[src/rtl/x_mem_pkg.sv]
// Shared types and default widths for the memory arbiter and the core memory interface.
package x_mem_pkg;

  typedef enum logic {
    IDLE = 1'b0,
    BUSY = 1'b1
  } arb_sm_t;

  localparam int X_AW = 32;
  localparam int X_DW = 32;

endpackage

[src/rtl/x_rr_pick.sv]
// Combinational round-robin picker: first set request searching upward from last+1, wrapping.
module x_rr_pick
  import x_mem_pkg::*;
#(
  parameter int N_REQ = 2,
  localparam int LW = $clog2(N_REQ)
) (
  input  logic [N_REQ-1:0] i_req,
  input  logic [LW-1:0]    i_last,
  output logic             o_any,
  output logic [LW-1:0]    o_idx
);

  logic          w_found_hi;
  logic [LW-1:0] w_idx_hi;
  logic          w_found_lo;
  logic [LW-1:0] w_idx_lo;

  // Indices above last win over the wrapped-around ones at or below last.
  always_comb begin
    w_found_hi = 1'b0;
    w_idx_hi   = '0;
    for (int i = 0; i < N_REQ; i++) begin
      if (!w_found_hi && i_req[i] && (LW'(i) > i_last)) begin
        w_found_hi = 1'b1;
        w_idx_hi   = LW'(i);
      end
    end
  end

  always_comb begin
    w_found_lo = 1'b0;
    w_idx_lo   = '0;
    for (int i = 0; i < N_REQ; i++) begin
      if (!w_found_lo && i_req[i] && (LW'(i) <= i_last)) begin
        w_found_lo = 1'b1;
        w_idx_lo   = LW'(i);
      end
    end
  end

  assign o_any = w_found_hi | w_found_lo;
  assign o_idx = w_found_hi ? w_idx_hi : w_idx_lo;

endmodule

[src/rtl/x_mem_arb.sv]
// Round-robin arbiter sharing one valid/accept memory port between N_REQ requesters.
module x_mem_arb
  import x_mem_pkg::*;
#(
  parameter int N_REQ = 2,
  parameter int AW    = X_AW,
  parameter int DW    = X_DW,
  localparam int GW   = $clog2(N_REQ)
) (
  input  logic                i_clk,
  input  logic                i_nrst,
  input  logic [N_REQ-1:0]    i_req_valid,
  input  logic [N_REQ-1:0]    i_req_rnw,
  input  logic [N_REQ*AW-1:0] i_req_addr,
  input  logic [N_REQ*DW-1:0] i_req_data,
  output logic [N_REQ-1:0]    o_req_accept,
  output logic [DW-1:0]       o_req_data,
  output logic                o_valid,
  output logic                o_rnw,
  output logic [AW-1:0]       o_addr,
  output logic [DW-1:0]       o_data,
  input  logic                i_accept,
  input  logic [DW-1:0]       i_data,
  output logic                o_busy,
  output logic [GW-1:0]       o_grant
);

  generate
    if (N_REQ < 2) begin : g_bad_nreq
      $error("x_mem_arb needs at least two requesters");
    end
  endgenerate

  arb_sm_t       r_sm;
  arb_sm_t       w_sm_nxt;
  logic [GW-1:0] r_grant;
  logic [GW-1:0] w_grant_nxt;
  logic [GW-1:0] r_last;
  logic [GW-1:0] w_last_nxt;

  logic          w_any;
  logic [GW-1:0] w_pick;
  logic          w_sel_valid;
  logic          w_sel_rnw;
  logic [AW-1:0] w_sel_addr;
  logic [DW-1:0] w_sel_data;

  x_rr_pick #(
    .N_REQ (N_REQ)
  ) u_pick (
    .i_req  (i_req_valid),
    .i_last (r_last),
    .o_any  (w_any),
    .o_idx  (w_pick)
  );

  assign w_sel_valid = i_req_valid[r_grant];
  assign w_sel_rnw   = i_req_rnw[r_grant];
  assign w_sel_addr  = i_req_addr[r_grant*AW +: AW];
  assign w_sel_data  = i_req_data[r_grant*DW +: DW];

  always_ff @(posedge i_clk or negedge i_nrst) begin
    if (!i_nrst) begin
      r_sm    <= IDLE;
      r_grant <= '0;
      r_last  <= GW'(N_REQ - 1);
    end else begin
      r_sm    <= w_sm_nxt;
      r_grant <= w_grant_nxt;
      r_last  <= w_last_nxt;
    end
  end

  // Memory-side fields are driven only while a grant is held so IDLE and reset present all zeros.
  always_comb begin
    w_sm_nxt     = r_sm;
    w_grant_nxt  = r_grant;
    w_last_nxt   = r_last;
    o_valid      = 1'b0;
    o_rnw        = 1'b0;
    o_addr       = '0;
    o_data       = '0;
    o_req_accept = '0;
    unique case (r_sm)
      IDLE: begin
        if (w_any) begin
          w_grant_nxt = w_pick;
          w_sm_nxt    = BUSY;
        end
      end
      BUSY: begin
        o_valid = w_sel_valid;
        o_rnw   = w_sel_rnw;
        o_addr  = w_sel_addr;
        o_data  = w_sel_data;
        if (!w_sel_valid) begin
          // Requester withdrew: release the port without an accept.
          w_last_nxt = r_grant;
          w_sm_nxt   = IDLE;
        end else if (i_accept) begin
          for (int i = 0; i < N_REQ; i++) begin
            o_req_accept[i] = (GW'(i) == r_grant);
          end
          w_last_nxt = r_grant;
          w_sm_nxt   = IDLE;
        end
      end
      default: begin
        w_sm_nxt = IDLE;
      end
    endcase
  end

  assign o_req_data = i_data;
  assign o_busy     = (r_sm == BUSY);
  assign o_grant    = r_grant;

endmodule

[config.mk]
export PLATFORM = sky130hd
export DESIGN_NAME = x_mem_arb
export DESIGN_NICKNAME = d
export VERILOG_FILES = /design/src/rtl/x_mem_pkg.sv /design/src/rtl/x_rr_pick.sv /design/src/rtl/x_mem_arb.sv
export SDC_FILE = /design/constraint.sdc
export NUM_CORES = 1
export LEC_CHECK = 0
export ABC_AREA = 0
export BUFFER_PORTS_ARGS = -buffer_cell sky130_fd_sc_hd__clkbuf_2
export CAP_MARGIN = 20
export CELL_PAD_IN_SITES_DETAIL_PLACEMENT = 2
export CELL_PAD_IN_SITES_GLOBAL_PLACEMENT = 2
export CORE_UTILIZATION = 11
export DETAILED_ROUTE_END_ITERATION = 8
export PLACE_DENSITY_LB_ADDON = 0.1
export SLEW_MARGIN = 0
export SYNTH_ARGS = -nofsm -noshare
export SYNTH_HDL_FRONTEND = slang
export SYNTH_SLANG_ARGS = --single-unit
[constraint.sdc]
create_clock -name i_clk -period 2.7 [get_ports i_clk]
set_input_delay 0.54 -clock i_clk [delete_from_list [all_inputs] [get_ports i_clk]]
set_output_delay 0.54 -clock i_clk [all_outputs]
set_load 0.01 [all_outputs]
==> results of run 1 <==
## cells in the final DEF, fill, tap and decap left out, drive strengths merged
master  Yosys  final
a32o        1      1
nand3b      1      1
nand3       2      2
diode       0      1
and4b       1      1
o22ai       1      1
inv         1      1
dfrtp       2      2
dfstp       1      1
clkbuf      5    208
o21ai       1      1
nand2b      1      1
and4        1      1
nor2       67     67
nand2       2      2
mux2i      66     66
buf        42      5
## worst max-delay path, stage by stage (launching register included)
cell and delay (ns):
dfrtp_4 0.81, buf_4 0.34, mux2i_1 0.22, nor2_1 0.06, clkbuf_2 0.14
## metrics by stage
stage	area (um^2)	power, mW
2_1_floorplan	1460	1.25
3_3_place_gp	2350	1.66
3_5_place_dp	2350	1.67
4_1_cts	2430	1.91
5_1_grt	2430	2.03
6_report	2430	1.85
## cell families (layout without fill, tap and decap cells)
group,count (synthesis),count (layout),synth area share (%)
multiplexers,66,66,45.3
AND/OR/NAND/NOR,75,75,20.7
AO/OA/AOI/OAI,3,3,1.46
flip-flops,3,3,5.24
other,0,1,0
buffers and inverters,48,214,27.3
## cell type report
class                      instances  area, um^2  share of cell area [%]
timing repair buffer             209        1070                    44.0
multi-input combinational        144         983                    40.4
tap                              172         215                    8.84
sequential                         3        80.1                    3.29
clock buffer                       4        78.8                    3.24
inverter                           1        3.75                   0.154
antenna                            1        2.50                   0.103
## where the power goes
part           total, mW  leakage, nW  switching (mW)  internal (mW)
Combinational       1.40         1.42           0.718          0.683
Sequential         0.213       0.0330           0.139         0.0735
Clock              0.233       0.0382          0.0385          0.195
Total               1.85         1.49           0.896          0.951
## state kept, by name, summed over array words and instances, names as in the netlist
register / flops
r_last: 1
o_grant: 1
o_busy: 1
## per-layer routing
metal / vias to the layer above / wire, um / track usage, %
met2: 120 / 3720 / 18.6
met4: 0 / 99 / 1.94
met1: 899 / 2410 / 9.05
met3: 6 / 780 / 3.09
met5: - / 0 / 0
li1: 950 / - / -
## how the worst max path moves through the flow
| stage | to | slack (ns) | cells past startpoint |
|---|---|---|---|
| floorplan | o_req_accept[0] | 1.16 | 3 |
| global placement | o_data[22] | 0.56 | 4 |
| detailed placement | o_data[7] | 0.51 | 4 |
| CTS | o_data[7] | 0.28 | 4 |
| global route | o_data[7] | 0.21 | 4 |
| finish | o_data[7] | 0.36 | 4 |
==> results.cfg, run 1 <==
[outcome]
outcome = completed

[clock_tree]
clockRootBuffer = clkbuf_16
cts_setup_buffers = 0
cts_tree = built
insertion_delay_ns = 0.22
cts_made_buffers = 3
clk_path_buf_depth = 2
clkTransAtPathRegs_ns = 0.03
cts.sinks = 3
cts_resized = 0
hold_buffers = 0
h-tree-depth = 1

[synth]
synth_most_common_cell = nor2_1
synth-seq-area-share_pct = 5.24
synth.top_cells.by_count = 67 x nor2_1, 66 x mux2i_1, 32 x buf_4
synth_edf_count = 0
yosys_most_used_dff = dfrtp_1
synth_cell_types = 18
synth.area.top_cells = mux2i_1 45%, nor2_1 17%, buf_4 16%, buf_8 6.2%, dfrtp_1 3.4%
synth_area_mm2 = 0.00146
syn_avg_cell_area_um2 = 7.48
synth_fp_nets = 362
ys_warn_count = 0
synthArstFlopShare_pct = 100
syn_inst = 195
synth_top_cell_by_area = mux2i_1
synth.top_cell.area_share_pct = 45.3
ys_seq_elements = 3

[floorplanning]
num_rows = 41
fp.dieH_um = 117
initial_core_util_pct = 11.4
dieArea_mm2 = 0.0137
die_w_um = 117
ios = 269
coreArea_mm2 = 0.0128

[timing]
setup_viol = 0
slew_headroom_pct = 60.4
fin_crit_ns = 2.34
hold_violations = 0
slew_violations = 0
rsz0062_at_grt = false
finalCritPeriodShare_pct = 86.6
hold_ws_ns = 0.115
tns_ns = 0
max_freq_ghz = 0.428
finalWorstSetupSlack_ns = 0.362
worst-slew-pin-transition_ns = 0.594
final.setup_skew_ns = 0.00204

[route]
wl_um = 7010
drc = 0
drt-initial-drc-count = 43
dr.pass1.iters = 3
via_per_inst = 3.70
wire_per_inst_um = 13.1
num_vias = 1975
postRouteAntennaNets = 0

[critical_path]
timing.rr.start = o_grant
crit_path_start_kind = register
worstPathArrival_ns = 1.80
end_kind = output pin
crit_type = register to output pin
timing.rr.end = o_busy
required_ns = 2.16
r2r_slack_ns = 1.32
critPathMaxFanout = 34
crit_start = o_grant
reg2reg_depth = 2

[placement]
pre_cts_ws_ns = 0.514
dp.cells = 529
finalWeightedCongestion = 0.680
portBuffers = 204
hpwl_um = 6000

[grt]
grt_max_degree = 36
grt_pass1_vias = 1951
grt_pass1_wl_um = 9820
grt_overflow = 0
antenna_found_initial = 1
gr-usage-all-layers_pct = 9.24

[finish]
instances_no_fill = 534
final_util_pct = 19.1
drive_gt1_share_pct = 59.6
finalNetCount = 529
area_growth_pct = 67.0
num-fill-cells = 1548

[pwr]
power.leakage_nw = 1.49
vdd_drop_max_uv = 201
powerDensity_mw_per_mm2 = 758

[flow_run]
max-cap-violations = 0

[min_path]
hold_path_class = primary input to async pin
Note: power is estimated with default switching activity, not from simulation.
==> inputs of run 2 (changes only) <==
--- a/config.mk
+++ b/config.mk
@@ -13,6 +13,7 @@
 export CORE_UTILIZATION = 11
 export DETAILED_ROUTE_END_ITERATION = 8
 export PLACE_DENSITY_LB_ADDON = 0.1
+export REMOVE_ABC_BUFFERS = 1
 export SLEW_MARGIN = 0
 export SYNTH_ARGS = -nofsm -noshare
 export SYNTH_HDL_FRONTEND = slang
==> results.cfg, run 2 (synthesis results as in run 1) <==
[outcome]
outcome = completed

[critical_path]
crit_path_start_kind = register
reg2reg_depth = 4
r2r_slack_ns = 1.29
critPathCapture = o_addr[13]
worstPathArrival_ns = 1.47
crit_type = register to output pin
crit_start = o_grant
timing.rr.end = o_grant
end_kind = output pin
critPathMaxFanout = 41
required_ns = 2.16
timing.rr.start = o_busy

[pwr]
p_comb_share_pct = 82.5
finalPower_mw = 1.91
powerDensity_mw_per_mm2 = 778
vdd_drop_max_uv = 456
power.switching_uw = 931
power.leakage_nw = 1.50
clkPwrFrac_pct = 12.3
intPower_uw = 980
swShare_pct = 48.7
p_seq_share_pct = 5.2

[flow_run]
max-cap-violations = 0

[clock_tree]
h-tree-depth = 1
cts_resized = 0
cts_made_buffers = 3
cts.sinks = 3
insertion_delay_ns = 0.22
hold_buffers = 0
cts_tree = built
cts_setup_buffers = 0
clkTransAtPathRegs_ns = 0.03
clk_path_buf_depth = 2
clockRootBuffer = clkbuf_16

[grt]
grt_pass1_wl_um = 12500
gr-usage-all-layers_pct = 12.8
antenna_found_initial = 1
grt_overflow = 0
grt_max_degree = 42
grt_pass1_vias = 2013
grt_use_met2_pct = 22.7
use_met3_pct = 8.75
grt_busiest_layer = met2
use_met1_pct = 12.3

[timing]
rsz0062_at_grt = false
final.setup_skew_ns = 0.00183
worst-slew-pin-transition_ns = 0.359
setup_viol = 0
slew_violations = 0
max_freq_ghz = 0.498
finalCritPeriodShare_pct = 74.4
tns_ns = 0
hold_ws_ns = 0.120
finalWorstSetupSlack_ns = 0.691
fin_crit_ns = 2.01
hold_violations = 0
slew_headroom_pct = 76.0

[min_path]
hold_path_class = primary input to async pin

[route]
num_vias = 2053
drc = 0
via_per_inst = 3.85
dr.pass1.iters = 4
wire_per_inst_um = 18.2
drt-initial-drc-count = 27
wl_um = 9720
postRouteAntennaNets = 0

[placement]
finalWeightedCongestion = 0.660
portBuffers = 204
place_area_mm2 = 0.00238
hpwl_um = 8510
pre_cts_ws_ns = 0.909
dp.cells = 529

[finish]
num-fill-cells = 1551
multiInputGateArea_um2 = 983
final_common_cell = clkbuf_2
antenna_cells = 0
seq_area_um2 = 80.1
area_growth_pct = 68.6
finalNetCount = 529
final_util_pct = 19.2
final_cell_area_mm2 = 0.00246
drive_gt1_share_pct = 59.6
instances_no_fill = 533
final_cell_mix = 204 x clkbuf_2, 67 x nor2_1, 66 x mux2i_1

[floorplanning]
num_rows = 41
dieArea_mm2 = 0.0137
die_w_um = 117
coreArea_mm2 = 0.0128
ios = 269
fp.dieH_um = 117
initial_core_util_pct = 11.4
==> run 2: changes by cell type in the layout (fill, tap and decap cells not counted) <==
cell     previous run  this run
diode_2             1         0
buf_12              1         3
buf_4               4         2
==> run 2: worst min-delay path by stage <==
stage | start | end | slack (ns)
after floorplan | i_nrst | o_busy | 0.24
after global placement | i_nrst | o_busy | 0.35
after detailed placement | i_nrst | o_busy | 0.35
after CTS | i_nrst | o_busy | 0.12
after global routing | i_nrst | o_busy | 0.12
final | i_nrst | o_busy | 0.12
==> run 2: per-layer routing <==
layer	up-vias	wire length (um)
met4	4	44
met3	9	1620
met1	939	3280
met2	149	4680
li1	952	-
met5	-	104
==> run 2: cell type report <==
type                            count  area share, %
Timing Repair Buffer              209           44.6
Multi-Input combinational cell    144           40.0
Tap cell                          172           8.76
Sequential cell                     3           3.26
Clock buffer                        4           3.21
Inverter                            1          0.153
==> run 2: power groups by stage <==
stage	registers, mW	clock network, mW	logic, mW
after CTS	0.101	0.238	1.63
after global placement	0.0993	0	1.62
final	0.100	0.235	1.58
after detailed placement	0.101	0	1.63
after floorplan	0.273	0	0.830
after global routing	0.104	0.242	1.73
==> run 2: worst max-delay path, cell delays in order (launching register included) <==
cell,delay [ns]
dfrtp_4,0.43
buf_12,0.26
mux2i_1,0.31
nor2_1,0.07
clkbuf_2,0.13
==> inputs of run 3 (changes only) <==
--- a/config.mk
+++ b/config.mk
@@ -10,7 +10,7 @@
 export CAP_MARGIN = 20
 export CELL_PAD_IN_SITES_DETAIL_PLACEMENT = 2
 export CELL_PAD_IN_SITES_GLOBAL_PLACEMENT = 2
-export CORE_UTILIZATION = 11
+export CORE_UTILIZATION = 10
 export DETAILED_ROUTE_END_ITERATION = 8
 export PLACE_DENSITY_LB_ADDON = 0.1
 export REMOVE_ABC_BUFFERS = 1
==> constraint.sdc (replaced) <==
create_clock -name i_clk -period 1.6 [get_ports i_clk]
set_input_delay 0.32 -clock i_clk [delete_from_list [all_inputs] [get_ports i_clk]]
set_output_delay 0.32 -clock i_clk [all_outputs]
set_load 0.01 [all_outputs]
==> results.cfg, run 3 (synthesis results as in run 1) <==
[outcome]
outcome = finished, violations left
violations = setup timing

[timing]
hold_ws_ns = 0.350
hold_violations = 0
rsz0062_at_grt = true
slew_violations = 0
max_freq_ghz = 0.573
setup_viol = 67
slew_headroom_pct = 87.0
fin_crit_ns = 1.74
final.setup_skew_ns = 0.000758
worst-slew-pin-transition_ns = 0.192
finalCritPeriodShare_pct = 109
finalWorstSetupSlack_ns = -0.144

[finish]
finalNetCount = 539
final_cell_mix = 146 x clkbuf_2, 67 x nor2_1, 63 x mux2i_1
final_util_pct = 19.3
instances_no_fill = 551
final_common_cell = clkbuf_2
area_growth_pct = 85.7
num-fill-cells = 1709
drive_gt1_share_pct = 61.2
final_cell_area_mm2 = 0.00271
antenna_cells = 0

[critical_path]
critPathMaxFanout = 9
required_ns = 1.28
crit_start = o_grant
crit_type = register to output pin
worstPathArrival_ns = 1.42
end_kind = output pin
r2r_slack_ns = 0.37
timing.rr.start = o_grant
reg2reg_depth = 4
critPathCapture = o_addr[5]
crit_path_start_kind = register
timing.rr.end = o_busy

[route]
drc = 0
via_per_inst = 3.84
dr.pass1.iters = 4
postRouteAntennaNets = 0
num_vias = 2114
wl_um = 9460
wire_per_inst_um = 17.2
drt-initial-drc-count = 16

[placement]
portBuffers = 204
place_area_mm2 = 0.00239
finalWeightedCongestion = 0.646
hpwl_um = 7060
dp.cells = 536

[pwr]
powerDensity_mw_per_mm2 = 1440
power.leakage_nw = 1.63
vdd_drop_max_uv = 415
finalPower_mw = 3.91

[floorplanning]
coreArea_mm2 = 0.0140
initial_core_util_pct = 10.4
num_rows = 43
ios = 269
die_w_um = 123
dieArea_mm2 = 0.0151
fp.dieH_um = 123

[flow_run]
max-cap-violations = 0

[grt]
grt_pass1_vias = 2169
grt_overflow = 0
grt_max_degree = 42
antenna_found_initial = 0
use_met1_pct = 12.0
use_met3_pct = 6.13
grt_pass1_wl_um = 11700
grt_use_met2_pct = 16.6
gr-usage-all-layers_pct = 10.3
grt_busiest_layer = met2

[clock_tree]
cts.sinks = 3
cts_made_buffers = 3
clk_path_buf_depth = 2
insertion_delay_ns = 0.22
clockRootBuffer = clkbuf_16
cts_tree = built
h-tree-depth = 1
clkTransAtPathRegs_ns = 0.03

[min_path]
hold_path_class = primary input to register
## run 3: cell types whose count changed in the layout (fill, tap and decap cells not counted), moves of 3 or more
cell	previous run	this run
buf_2	0	58
mux2i_2	0	3
clkbuf_16	3	8
mux2i_1	66	63
clkbuf_2	204	146
## run 3: where the power goes
part           leakage (nW)  switching, mW  internal [mW]  total, mW
Combinational          1.56           1.65           1.70       3.35
Sequential           0.0330         0.0393          0.127      0.166
Clock                0.0382         0.0668          0.329      0.395
## run 3: worst min-delay path by stage
stage / from / end / slack, ns / depth (start not counted)
finish: i_accept / o_busy / 0.35 / 2
global route: i_accept / o_busy / 0.37 / 2
CTS: i_accept / o_busy / 0.35 / 2
detailed placement: i_nrst / o_busy / 0.13 / 1
global placement: i_nrst / o_busy / 0.13 / 1
floorplan: i_nrst / o_busy / 0.02 / 0
## run 3: critical path, cell delays in order, from the launching register on
cell and delay, ns:
dfrtp_4 0.48, buf_12 0.16, buf_16 0.15, mux2i_2 0.21
nor2_1 0.06, clkbuf_2 0.13
## run 3: repair_timing
item,CTS,global route
hold buffers,1,0
endpoints found under the setup margin,68,68
endpoints found under the hold margin,2,0
cloned,0,8
resized for setup,1,66
pin swaps,0,2
buffers inserted,0,2
## run 3: final cells by class
type                       instances  area, um^2  share of cell area, %
clock buffer                       4        78.8                   2.91
inverter                           1        3.75                  0.139
multi-input combinational        144         995                   36.8
sequential                         3        80.1                   2.96
tap                              180         225                   8.32
timing repair buffer             219        1320                   48.9
## run 3: layer usage
metal | wire length [um] | share of wire, %
met3 | 1230 | 13
met2 | 4220 | 45
met1 | 3910 | 41
met5 | 61 | 0.65
met4 | 40 | 0.42
## run 3: through the flow
step                worst slack, ns  setup TNS, ns
floorplan                     -1.60        -106.82
global placement             0.0693              0
detailed placement           0.0737              0
CTS                          -0.161          -5.71
global route                 -0.197          -10.0
finish                       -0.144          -6.08
